===== src/rtl/wbu_trap_csr_pkg.sv =====
// Shared definitions for the writeback/trap/CSR stage: CSR addresses,
// trap codes, mstatus bit positions and the commit classification.
package wbu_trap_csr_pkg;

    localparam logic [11:0] CSR_MSTATUS   = 12'h300;
    localparam logic [11:0] CSR_MIE       = 12'h304;
    localparam logic [11:0] CSR_MTVEC     = 12'h305;
    localparam logic [11:0] CSR_MSCRATCH  = 12'h340;
    localparam logic [11:0] CSR_MEPC      = 12'h341;
    localparam logic [11:0] CSR_MCAUSE    = 12'h342;
    localparam logic [11:0] CSR_MTVAL     = 12'h343;
    localparam logic [11:0] CSR_MIP       = 12'h344;
    localparam logic [11:0] CSR_SATP      = 12'h180;
    localparam logic [11:0] CSR_MVENDORID = 12'hF11;
    localparam logic [11:0] CSR_MARCHID   = 12'hF12;
    localparam logic [11:0] CSR_MCYCLE    = 12'hB00;
    localparam logic [11:0] CSR_MINSTRET  = 12'hB02;
    localparam logic [11:0] CSR_MCYCLEH   = 12'hB80;
    localparam logic [11:0] CSR_MINSTRETH = 12'hB82;

    localparam logic [3:0] IRQ_CODE_TIMER = 4'd7;
    localparam logic [3:0] IRQ_CODE_EXT   = 4'd11;

    localparam int unsigned MSTATUS_MIE  = 3;
    localparam int unsigned MSTATUS_MPIE = 7;
    localparam int unsigned MIE_MTIE     = 7;
    localparam int unsigned MIE_MEIE     = 11;

    typedef enum logic [2:0] {
        CC_NONE,
        CC_PLAIN,
        CC_EXC,
        CC_RET,
        CC_CSR,
        CC_FENCEI,
        CC_IRQ
    } commit_class_t;

    function automatic logic [31:0] mtvec_legalize(input logic [31:0] v, input logic vec_en);
        return {v[31:2], 1'b0, v[0] & vec_en};
    endfunction

endpackage


===== src/rtl/wbu_trap_csr_counters.sv =====
// 64-bit mcycle/minstret pair; a CSR write to one half replaces it and
// suppresses that counter's increment for the cycle.
module wbu_trap_csr_counters
    import wbu_trap_csr_pkg::*;
(
    input  logic        clock,
    input  logic        reset,
    input  logic        i_wen,
    input  logic [11:0] i_waddr,
    input  logic [31:0] i_wdata,
    input  logic        i_instret,
    output logic [63:0] o_mcycle,
    output logic [63:0] o_minstret
);

    logic [63:0] r_mcycle;
    logic [63:0] r_minstret;

    always_ff @(posedge clock) begin
        if (reset) begin
            r_mcycle   <= '0;
            r_minstret <= '0;
        end else begin
            if (i_wen && i_waddr == CSR_MCYCLE)
                r_mcycle[31:0] <= i_wdata;
            else if (i_wen && i_waddr == CSR_MCYCLEH)
                r_mcycle[63:32] <= i_wdata;
            else
                r_mcycle <= r_mcycle + 64'd1;

            if (i_wen && i_waddr == CSR_MINSTRET)
                r_minstret[31:0] <= i_wdata;
            else if (i_wen && i_waddr == CSR_MINSTRETH)
                r_minstret[63:32] <= i_wdata;
            else if (i_instret)
                r_minstret <= r_minstret + 64'd1;
        end
    end

    assign o_mcycle   = r_mcycle;
    assign o_minstret = r_minstret;

endmodule


===== src/rtl/wbu_trap_csr.sv =====
// Writeback/commit stage owning the machine-mode CSR file, traps and redirects.
// Optional mcycle/minstret counters are built when WBU_COUNTERS_EN is defined.
module wbu_trap_csr
    import wbu_trap_csr_pkg::*;
#(
    parameter logic [31:0] MTVEC_RESET = 32'h0,
    parameter logic [31:0] MVENDORID   = 32'h79737978,
    parameter logic [31:0] MARCHID     = 32'h015fdeeb,
    parameter int          VECTOR_EN   = 1
) (
    input  logic        clock,
    input  logic        reset,
    input  logic        in_valid,
    output logic        in_ready,
    input  logic [31:0] in_pc,
    input  logic [31:0] in_dnpc,
    input  logic [4:0]  in_gpr_waddr,
    input  logic [31:0] in_gpr_wdata,
    input  logic        in_csr_wen,
    input  logic [11:0] in_csr_waddr,
    input  logic [31:0] in_csr_wdata,
    input  logic        in_exc,
    input  logic [3:0]  in_exc_cause,
    input  logic [31:0] in_exc_tval,
    input  logic        in_ret,
    input  logic        in_fencei,
    input  logic        irq_timer,
    input  logic        irq_ext,
    output logic        gpr_wen,
    output logic [4:0]  gpr_waddr,
    output logic [31:0] gpr_wdata,
    input  logic [11:0] csr_raddr,
    output logic [31:0] csr_rdata,
    output logic        cs_flush,
    output logic [31:0] cs_dnpc,
    output logic        flush_icache,
    output logic        flush_tlb,
    output logic [31:0] csr_satp
);

    localparam logic W_VEC_EN = (VECTOR_EN != 0);

    logic        r_mie, r_mpie, r_meie, r_mtie;
    logic [31:0] r_mtvec, r_mepc, r_mcause, r_mtval, r_mscratch, r_satp;
    logic        r_cs_flush, r_flush_tlb, r_flush_icache;
    logic [31:0] r_cs_dnpc;

    commit_class_t w_class;
    logic          w_irq, w_redirect;
    logic [3:0]    w_irq_code;
    logic [31:0]   w_base, w_target, w_pc4;

    assign in_ready  = 1'b1;
    assign gpr_wen   = in_valid & ~in_exc & (in_gpr_waddr != 5'd0);
    assign gpr_waddr = in_gpr_waddr;
    assign gpr_wdata = in_gpr_wdata;

    assign w_irq      = r_mie & ((irq_ext & r_meie) | (irq_timer & r_mtie));
    assign w_irq_code = (irq_ext & r_meie) ? IRQ_CODE_EXT : IRQ_CODE_TIMER;
    assign w_base     = {r_mtvec[31:2], 2'b00};
    assign w_pc4      = in_pc + 32'd4;

    always_comb begin
        w_class  = CC_NONE;
        w_target = '0;
        if (in_valid) begin
            if (in_exc) begin
                w_class  = CC_EXC;
                w_target = w_base;
            end else if (in_ret) begin
                w_class  = CC_RET;
                w_target = r_mepc;
            end else if (in_csr_wen) begin
                w_class  = CC_CSR;
                w_target = w_pc4;
            end else if (in_fencei) begin
                w_class  = CC_FENCEI;
                w_target = w_pc4;
            end else if (w_irq) begin
                w_class  = CC_IRQ;
                w_target = r_mtvec[0] ? (w_base + {26'd0, w_irq_code, 2'b00}) : w_base;
            end else begin
                w_class  = CC_PLAIN;
            end
        end
    end

    assign w_redirect = (w_class != CC_NONE) && (w_class != CC_PLAIN);

    always_ff @(posedge clock) begin
        if (reset) begin
            r_mie          <= 1'b0;
            r_mpie         <= 1'b0;
            r_meie         <= 1'b0;
            r_mtie         <= 1'b0;
            r_mtvec        <= mtvec_legalize(MTVEC_RESET, W_VEC_EN);
            r_mepc         <= '0;
            r_mcause       <= '0;
            r_mtval        <= '0;
            r_mscratch     <= '0;
            r_satp         <= '0;
            r_cs_flush     <= 1'b0;
            r_cs_dnpc      <= '0;
            r_flush_tlb    <= 1'b0;
            r_flush_icache <= 1'b0;
        end else begin
            case (w_class)
                CC_EXC: begin
                    r_mepc   <= in_pc & 32'hFFFF_FFFC;
                    r_mcause <= {28'd0, in_exc_cause};
                    r_mtval  <= in_exc_tval;
                    r_mpie   <= r_mie;
                    r_mie    <= 1'b0;
                end
                CC_RET: begin
                    r_mie  <= r_mpie;
                    r_mpie <= 1'b1;
                end
                // The interrupted instruction has retired, so resume at its dnpc.
                CC_IRQ: begin
                    r_mepc   <= in_dnpc & 32'hFFFF_FFFC;
                    r_mcause <= {1'b1, 27'd0, w_irq_code};
                    r_mpie   <= r_mie;
                    r_mie    <= 1'b0;
                end
                CC_CSR: begin
                    case (in_csr_waddr)
                        CSR_MSTATUS: begin
                            r_mie  <= in_csr_wdata[MSTATUS_MIE];
                            r_mpie <= in_csr_wdata[MSTATUS_MPIE];
                        end
                        CSR_MIE: begin
                            r_meie <= in_csr_wdata[MIE_MEIE];
                            r_mtie <= in_csr_wdata[MIE_MTIE];
                        end
                        CSR_MTVEC:    r_mtvec    <= mtvec_legalize(in_csr_wdata, W_VEC_EN);
                        CSR_MEPC:     r_mepc     <= in_csr_wdata & 32'hFFFF_FFFC;
                        CSR_MCAUSE:   r_mcause   <= in_csr_wdata;
                        CSR_MTVAL:    r_mtval    <= in_csr_wdata;
                        CSR_MSCRATCH: r_mscratch <= in_csr_wdata;
                        CSR_SATP:     r_satp     <= in_csr_wdata;
                        default: ;
                    endcase
                end
                default: ;
            endcase

            r_cs_flush     <= w_redirect;
            r_flush_tlb    <= (w_class == CC_CSR) && (in_csr_waddr == CSR_SATP);
            r_flush_icache <= (w_class == CC_FENCEI);
            if (w_redirect)
                r_cs_dnpc <= w_target;
        end
    end

`ifdef WBU_COUNTERS_EN
    logic [63:0] w_mcycle, w_minstret;

    wbu_trap_csr_counters u_counters (
        .clock      (clock),
        .reset      (reset),
        .i_wen      (w_class == CC_CSR),
        .i_waddr    (in_csr_waddr),
        .i_wdata    (in_csr_wdata),
        .i_instret  (in_valid & ~in_exc),
        .o_mcycle   (w_mcycle),
        .o_minstret (w_minstret)
    );
`endif

    always_comb begin
        csr_rdata = '0;
        case (csr_raddr)
            CSR_MSTATUS:   csr_rdata = {19'd0, 2'b11, 3'd0, r_mpie, 3'd0, r_mie, 3'd0};
            CSR_MIE:       csr_rdata = {20'd0, r_meie, 3'd0, r_mtie, 7'd0};
            CSR_MIP:       csr_rdata = {20'd0, irq_ext, 3'd0, irq_timer, 7'd0};
            CSR_MTVEC:     csr_rdata = r_mtvec;
            CSR_MEPC:      csr_rdata = r_mepc;
            CSR_MCAUSE:    csr_rdata = r_mcause;
            CSR_MTVAL:     csr_rdata = r_mtval;
            CSR_MSCRATCH:  csr_rdata = r_mscratch;
            CSR_SATP:      csr_rdata = r_satp;
            CSR_MVENDORID: csr_rdata = MVENDORID;
            CSR_MARCHID:   csr_rdata = MARCHID;
`ifdef WBU_COUNTERS_EN
            CSR_MCYCLE:    csr_rdata = w_mcycle[31:0];
            CSR_MCYCLEH:   csr_rdata = w_mcycle[63:32];
            CSR_MINSTRET:  csr_rdata = w_minstret[31:0];
            CSR_MINSTRETH: csr_rdata = w_minstret[63:32];
`endif
            default:       csr_rdata = '0;
        endcase
    end

    assign cs_flush     = r_cs_flush;
    assign cs_dnpc      = r_cs_dnpc;
    assign flush_tlb    = r_flush_tlb;
    assign flush_icache = r_flush_icache;
    assign csr_satp     = r_satp;

endmodule


===== config.mk =====
export PLATFORM = sky130hd
export DESIGN_NAME = wbu_trap_csr
export DESIGN_NICKNAME = d
export VERILOG_FILES = /design/src/rtl/wbu_trap_csr_pkg.sv /design/src/rtl/wbu_trap_csr_counters.sv /design/src/rtl/wbu_trap_csr.sv
export SDC_FILE = /design/constraint.sdc
export NUM_CORES = 1
export LEC_CHECK = 0
export ABC_AREA = 1
export CORE_AREA = 2 2 201 203
export CTS_BUF_LIST = sky130_fd_sc_hd__clkbuf_16
export DETAILED_ROUTE_END_ITERATION = 7
export DIE_AREA = 0 0 203 205
export DONT_BUFFER_PORTS = 1
export GPL_TIMING_DRIVEN = 0
export SYNTH_ARGS = -nofsm -noshare
export SYNTH_HDL_FRONTEND = slang
export SYNTH_SLANG_ARGS = --single-unit

===== constraint.sdc =====
create_clock -name clock -period 4.75 [get_ports clock]
set_input_delay 0.7125 -clock clock [delete_from_list [all_inputs] [get_ports clock]]
set_output_delay 0.7125 -clock clock [all_outputs]
set_load 0.02 [all_outputs]

**Word-level counts from Yosys, hierarchy flattened**

Index checks and enable logic that the tools add are counted.

- Input bits: 202
- Memories kept: 0
- Bits in latches: 0
- ROM bits: 0
- Register bits after elaboration: 230
- Output and inout port bits: 138
- Memory bits (writable): 0

- Muxes and demuxes: 25
- $mul: 0
- Bitwise logic cells: 7
- Reduce and logical (&&, ||, !) cells: 16
- Order comparisons: 0
- Shift operators: 0
- Add/sub/neg operators: 2
- Div/mod/pow operators: 0
- Equal/unequal tests: 29

Operators by type and width:

| operator | number |
|---|---|
| 32-bit case mux with 11 select lines | 1 |
| 32-bit 2-to-1 mux | 10 |
| 32-bit case mux with 3 select lines | 2 |
| 12-bit by 10-bit equality test with 1-bit output, second input constant | 15 |
| 32-bit case mux with 2 select lines | 1 |
| 32-bit by 3-bit adder with 32-bit output, second input constant | 1 |
| 32-bit by 6-bit adder with 32-bit output | 1 |
| 12-bit equality test, second input constant | 2 |
| 12-bit by 9-bit equality test with 1-bit output, second input constant | 2 |
| 3-bit 2-to-1 mux | 6 |
| 2-bit AND reduction | 8 |
| 3-bit equality test, second input constant | 3 |
| 3-bit nonzero test | 3 |
| 2-bit by 1-bit != test with 1-bit output, second input constant | 4 |
| 3-bit by 2-bit equality test with 1-bit output, second input constant | 2 |
| 1-bit case mux with 3 select lines | 2 |
| 1-bit AND | 5 |
| 5-bit nonzero test | 1 |
| 4-bit 2-to-1 mux | 1 |
| 3-bit by 1-bit != test with 1-bit output, second input constant | 1 |
| 1-bit logical AND | 2 |
| 1-bit 2-to-1 mux | 2 |
| 2-bit nonzero test | 1 |
| 2-bit OR reduction | 1 |
| 2 further kinds | 2 |

**Depth between registers and ports, before layout**

- Depth after elaboration: 13
- Gate-level depth with buffers: 17
- Depth with buffers taken out: 17

**Worst setup path before layout**

Ideal clock, no wire load.

- Path type: input to output
- From: input port csr_raddr[3]
- To: output port csr_rdata[13]
- Path slack: 1.891 ns
- Path buffers: 2
- Data arrival time: 2.146 ns
- Stages: 7
- Cells stage by stage: nor2_1 inv_1 nor3_1 clkbuf_1 clkbuf_1 nand3_1 o2111ai_1

- Cells in the longest elaborated chain, start to end: 2
- Elaborated cells between the ends (all ways): 12
- Those cells by class: 11 x eq/ne; 1 x mux

Ends and longest elaborated chain:

| what | RTL line | source |
|---|---|---|
| start, declared | wbu_trap_csr.sv:32 | `input logic [11:0] csr_raddr,` |
| 12-bit equality test, or another cell as far along | wbu_trap_csr.sv:173 | `case (csr_raddr)` |
| 32-bit case mux with 11 select lines (*) | wbu_trap_csr.sv:173 |  |
| end, declared | wbu_trap_csr.sv:33 | `output logic [31:0] csr_rdata,` |

Every way passes the cells marked *; elsewhere a longest branch is shown, timed or not.

**Worst setup path in the final report**

- From: input port csr_raddr[3]
- To: output port csr_rdata[23]

The elaborated chain is that of the path after synthesis.

==> flow_metrics.py <==
metrics = {
    "grt": {
        "met2_usage": 0.5404,
        "met3_usage": 0.06825,
        "grt_usage": 0.3262,
        "grt_pass1_wl_um": 98930,
        "antenna_found_initial": 7,
        "grt.overflow.total": 0,
        "grtUsageMet1": 0.4041,
        "grt_busiest_layer": "met2",
        "grt_max_degree": 15,
        "grt_pass1_vias": 14825,
    },
    "power_and_ir_drop": {
        "power_density_nw_per_um2": 315.9,
        "power_frac_seq": 0.437,
        "pwr-share-comb": 0.122,
        "switchingPower_uw": 1428,
        "switching_share": 0.2983,
        "p_leak_uw": 0.006235,
        "pwr-share-clk": 0.441,
        "internal-power_uw": 3359,
        "vdd_drop_max_mv": 0.2711,
    },
    "cts": {
        "clock_path_buffers": 3,
        "cts_buffers": 27,
        "cts_tree": "yes",
        "clk_latency_ns": 0.58,
        "hold_buffers": 0,
        "clock_sinks": 228,
        "cts_root_buf": "clkbuf_16",
        "cts_resized": 0,
        "htreeDepth": 1,
        "clk_pin_slew_ns": 0.06,
        "post_cts_buffers": 0,
    },
    "yosys": {
        "syn_nets": 2350,
        "ys_types": 48,
        "syn_inst": 2144,
        "syn-cell-area_sq_um": 13620,
        "synth_seq_cells": 228,
        "seq_area_frac_synth": 0.3351,
        "async_flop_share": 0,
        "synthFlopType": "dfxtp_1",
        "synth_edf_count": 0,
        "ys.warnings.count": 0,
        "synth_area_per_cell_sq_um": 6.353,
    },
    "timing": {
        "skew_ns": 0.008017,
        "fin_setup_tns_ns": 0,
        "drv_slew": 0,
        "slew_headroom": 0.2429,
        "setup_viol": 0,
        "max_freq_ghz": 0.2379,
        "fin_crit_sh": 0.8850,
        "period_needed_ns": 4.204,
        "hold_viol_final": 0,
        "rsz0062_at_grt": "false",
        "worst_slew_pin_slew_ns": 1.127,
    },
    "route": {
        "first_iter_violations": 1876,
        "drt_pass1_iterations": 6,
        "drc": 0,
        "routed_wl_um": 70060,
        "vias_per_cell": 5.843,
        "ant_nets": 0,
        "wire_per_inst_um": 25.74,
        "via_count": 15905,
    },
    "place": {
        "numPortBuffers": 0,
        "place_hpwl_um": 56840,
        "dpl_cell_area_sq_um": 14280,
        "gp_congestion": 0.9761,
    },
    "cells_and_area": {
        "final_common_cell": "nand2_1",
        "fill_cells": 4331,
        "finalInstanceArea_sq_um": 15150,
        "final_cell_mix": "nand2_1, nor2_1, o21ai_0",
        "drive_gt1_frac": 0.07208,
        "area_delta_synth_final_pct": 11.23,
        "final_nets": 2379,
    },
    "worst_setup_path": {
        "cp.arrival_ns": 3.49,
        "critical_path_class": "input port to output port",
        "critPathBufInv": 3,
        "worstPathMaxFanout": 10,
        "cp_top_family": "simple AND/OR/NAND/NOR gates",
        "worstPathRequired_ns": 4.04,
        "cp-start-kind": "input port",
        "slowest_stage": "nor3_1",
        "end_kind": "output port",
        "crit_chain": "nor2_1 -> inv_1 -> nor3_1 -> clkbuf_1 -> clkbuf_1 -> nand3_1 -> nand4_1",
        "cpMostUsedCell": "clkbuf_1",
        "critPathMaxStageDelay_ns": 0.86,
    },
    "job": {
        "maxCapViolations": 0,
    },
    "floorplan": {
        "die-area_sq_um": 41620,
        "die_h_um": 205,
        "start_util": 0.3460,
        "coreArea_sq_um": 39370,
        "num_io_pins": 340,
        "die_w_um": 203,
        "rows": 73,
    },
    "run_status": {
        "outcome": "finished, final reports clean",
    },
    "hold_path": {
        "hold_class": "input port to flip-flop",
    },
}
==> Yosys cell counts (2+ instances only) <==
master	count	area, sq um
dfxtp_1	228	4564
nor2_4	3	33.78
o22ai_1	7	43.79
nor2_2	2	12.51
a211oi_1	12	90.09
nand2_2	3	18.77
or2_2	3	18.77
nor3_1	23	115.1
buf_2	22	110.1
nor2_1	306	1149
a32oi_1	3	26.28
o221ai_1	2	17.52
nand2_1	417	1565
buf_6	4	45.04
o31ai_1	3	22.52
inv_2	3	11.26
clkinv_1	2	7.510
o2111ai_1	17	148.9
buf_1	5	18.77
nand3b_1	3	22.52
a31oi_1	4	25.02
ha_1	4	50.05
o21ai_2	3	26.28
buf_4	44	330.3
o21a_1	2	15.01
o211ai_1	23	172.7
clkbuf_1	88	330.3
o21ai_0	248	1241
nor3_2	2	20.02
o21bai_1	3	22.52
a21oi_1	157	785.8
xor2_1	2	17.52
a32o_1	8	80.08
inv_1	226	848.3
nand3_1	191	955.9
a221oi_1	2	17.52
nand4_1	30	187.7
a211oi_2	29	362.9
==> path summary, 6_finish.rpt <==
check	start	cells past startpoint	slack, ns	end
worst max-delay path	csr_raddr[3]	7	0.55	csr_rdata[23]
worst min-delay path	reset	1	0.21	flush_tlb
worst max register to register	r_meie	11	1.89	r_mcause[1]
worst min register to register	r_mscratch[29]	2	0.46	r_mscratch[29]
==> power groups by stage <==
stage	Clock (uW)	Sequential, uW	Combinational, uW
after floorplan	0	2100	387
after global placement	0	2130	563
after detailed placement	0	2130	569
after CTS	2110	2090	571
after global routing	2200	2100	635
final	2110	2090	583
==> kinds of logic (layout without fill, tap and decap cells) <==
kind of cell,count (synthesis),in the layout,synth area share
AND/OR/NAND/NOR,990,990,0.3059
XOR/XNOR,2,2,0.001286
buffers and inverters,394,442,0.1249
flip-flops,228,228,0.3351
AO/OA/AOI/OAI,525,525,0.2289
adder cells (fa/ha/maj),4,4,0.003674
other,1,6,0.0002753
==> metrics by stage <==
| stage | util | std cells | hold slack, ns | power (uW) | worst slack [ns] |
|---|---|---|---|---|---|
| 2_1_floorplan | - | 2144 | 0.4245 | 2489 | 1.891 |
| 3_3_place_gp | 0.3627 | 2669 | 0.4390 | 2694 | 0.8028 |
| 3_5_place_dp | 0.3627 | 2669 | 0.4442 | 2699 | 0.8217 |
| 4_1_cts | 0.3846 | 2717 | 0.2057 | 4775 | 0.8211 |
| 5_1_grt | 0.3848 | 2721 | 0.2236 | 4929 | 0.5328 |
| 6_report | 0.3849 | 2722 | 0.2109 | 4787 | 0.5461 |
==> final cells by class <==
type,count,area (sq um),share of cell area
plain buffers,163,834.6,0.05508
inverters,231,867.1,0.05723
diodes,5,12.51,0.0008258
clock buffers,27,675.6,0.04459
well taps,525,656.9,0.04335
flip-flops and latches,228,4564,0.3012
clock inverters,21,185.2,0.01222
multi-input cells,1522,7356,0.4855
==> routing by layer <==
layer	wire length (um)	up-vias
met5	40	-
met4	3748	6
met3	6783	214
met2	31980	1000
met1	27510	7530
li1	-	7155
==> registers in the layout (all words and copies together) (netlist names) <==
signal and flops:
cs_flush 1, cs_dnpc 32, r_mtie 1, r_mpie 1, r_mscratch 32, r_mcause 32, r_meie 1, csr_satp 32
flush_tlb 1, r_mtval 32, r_mie 1, r_mtvec 31, flush_icache 1, r_mepc 30
Note: power is estimated with default switching activity, not from simulation.
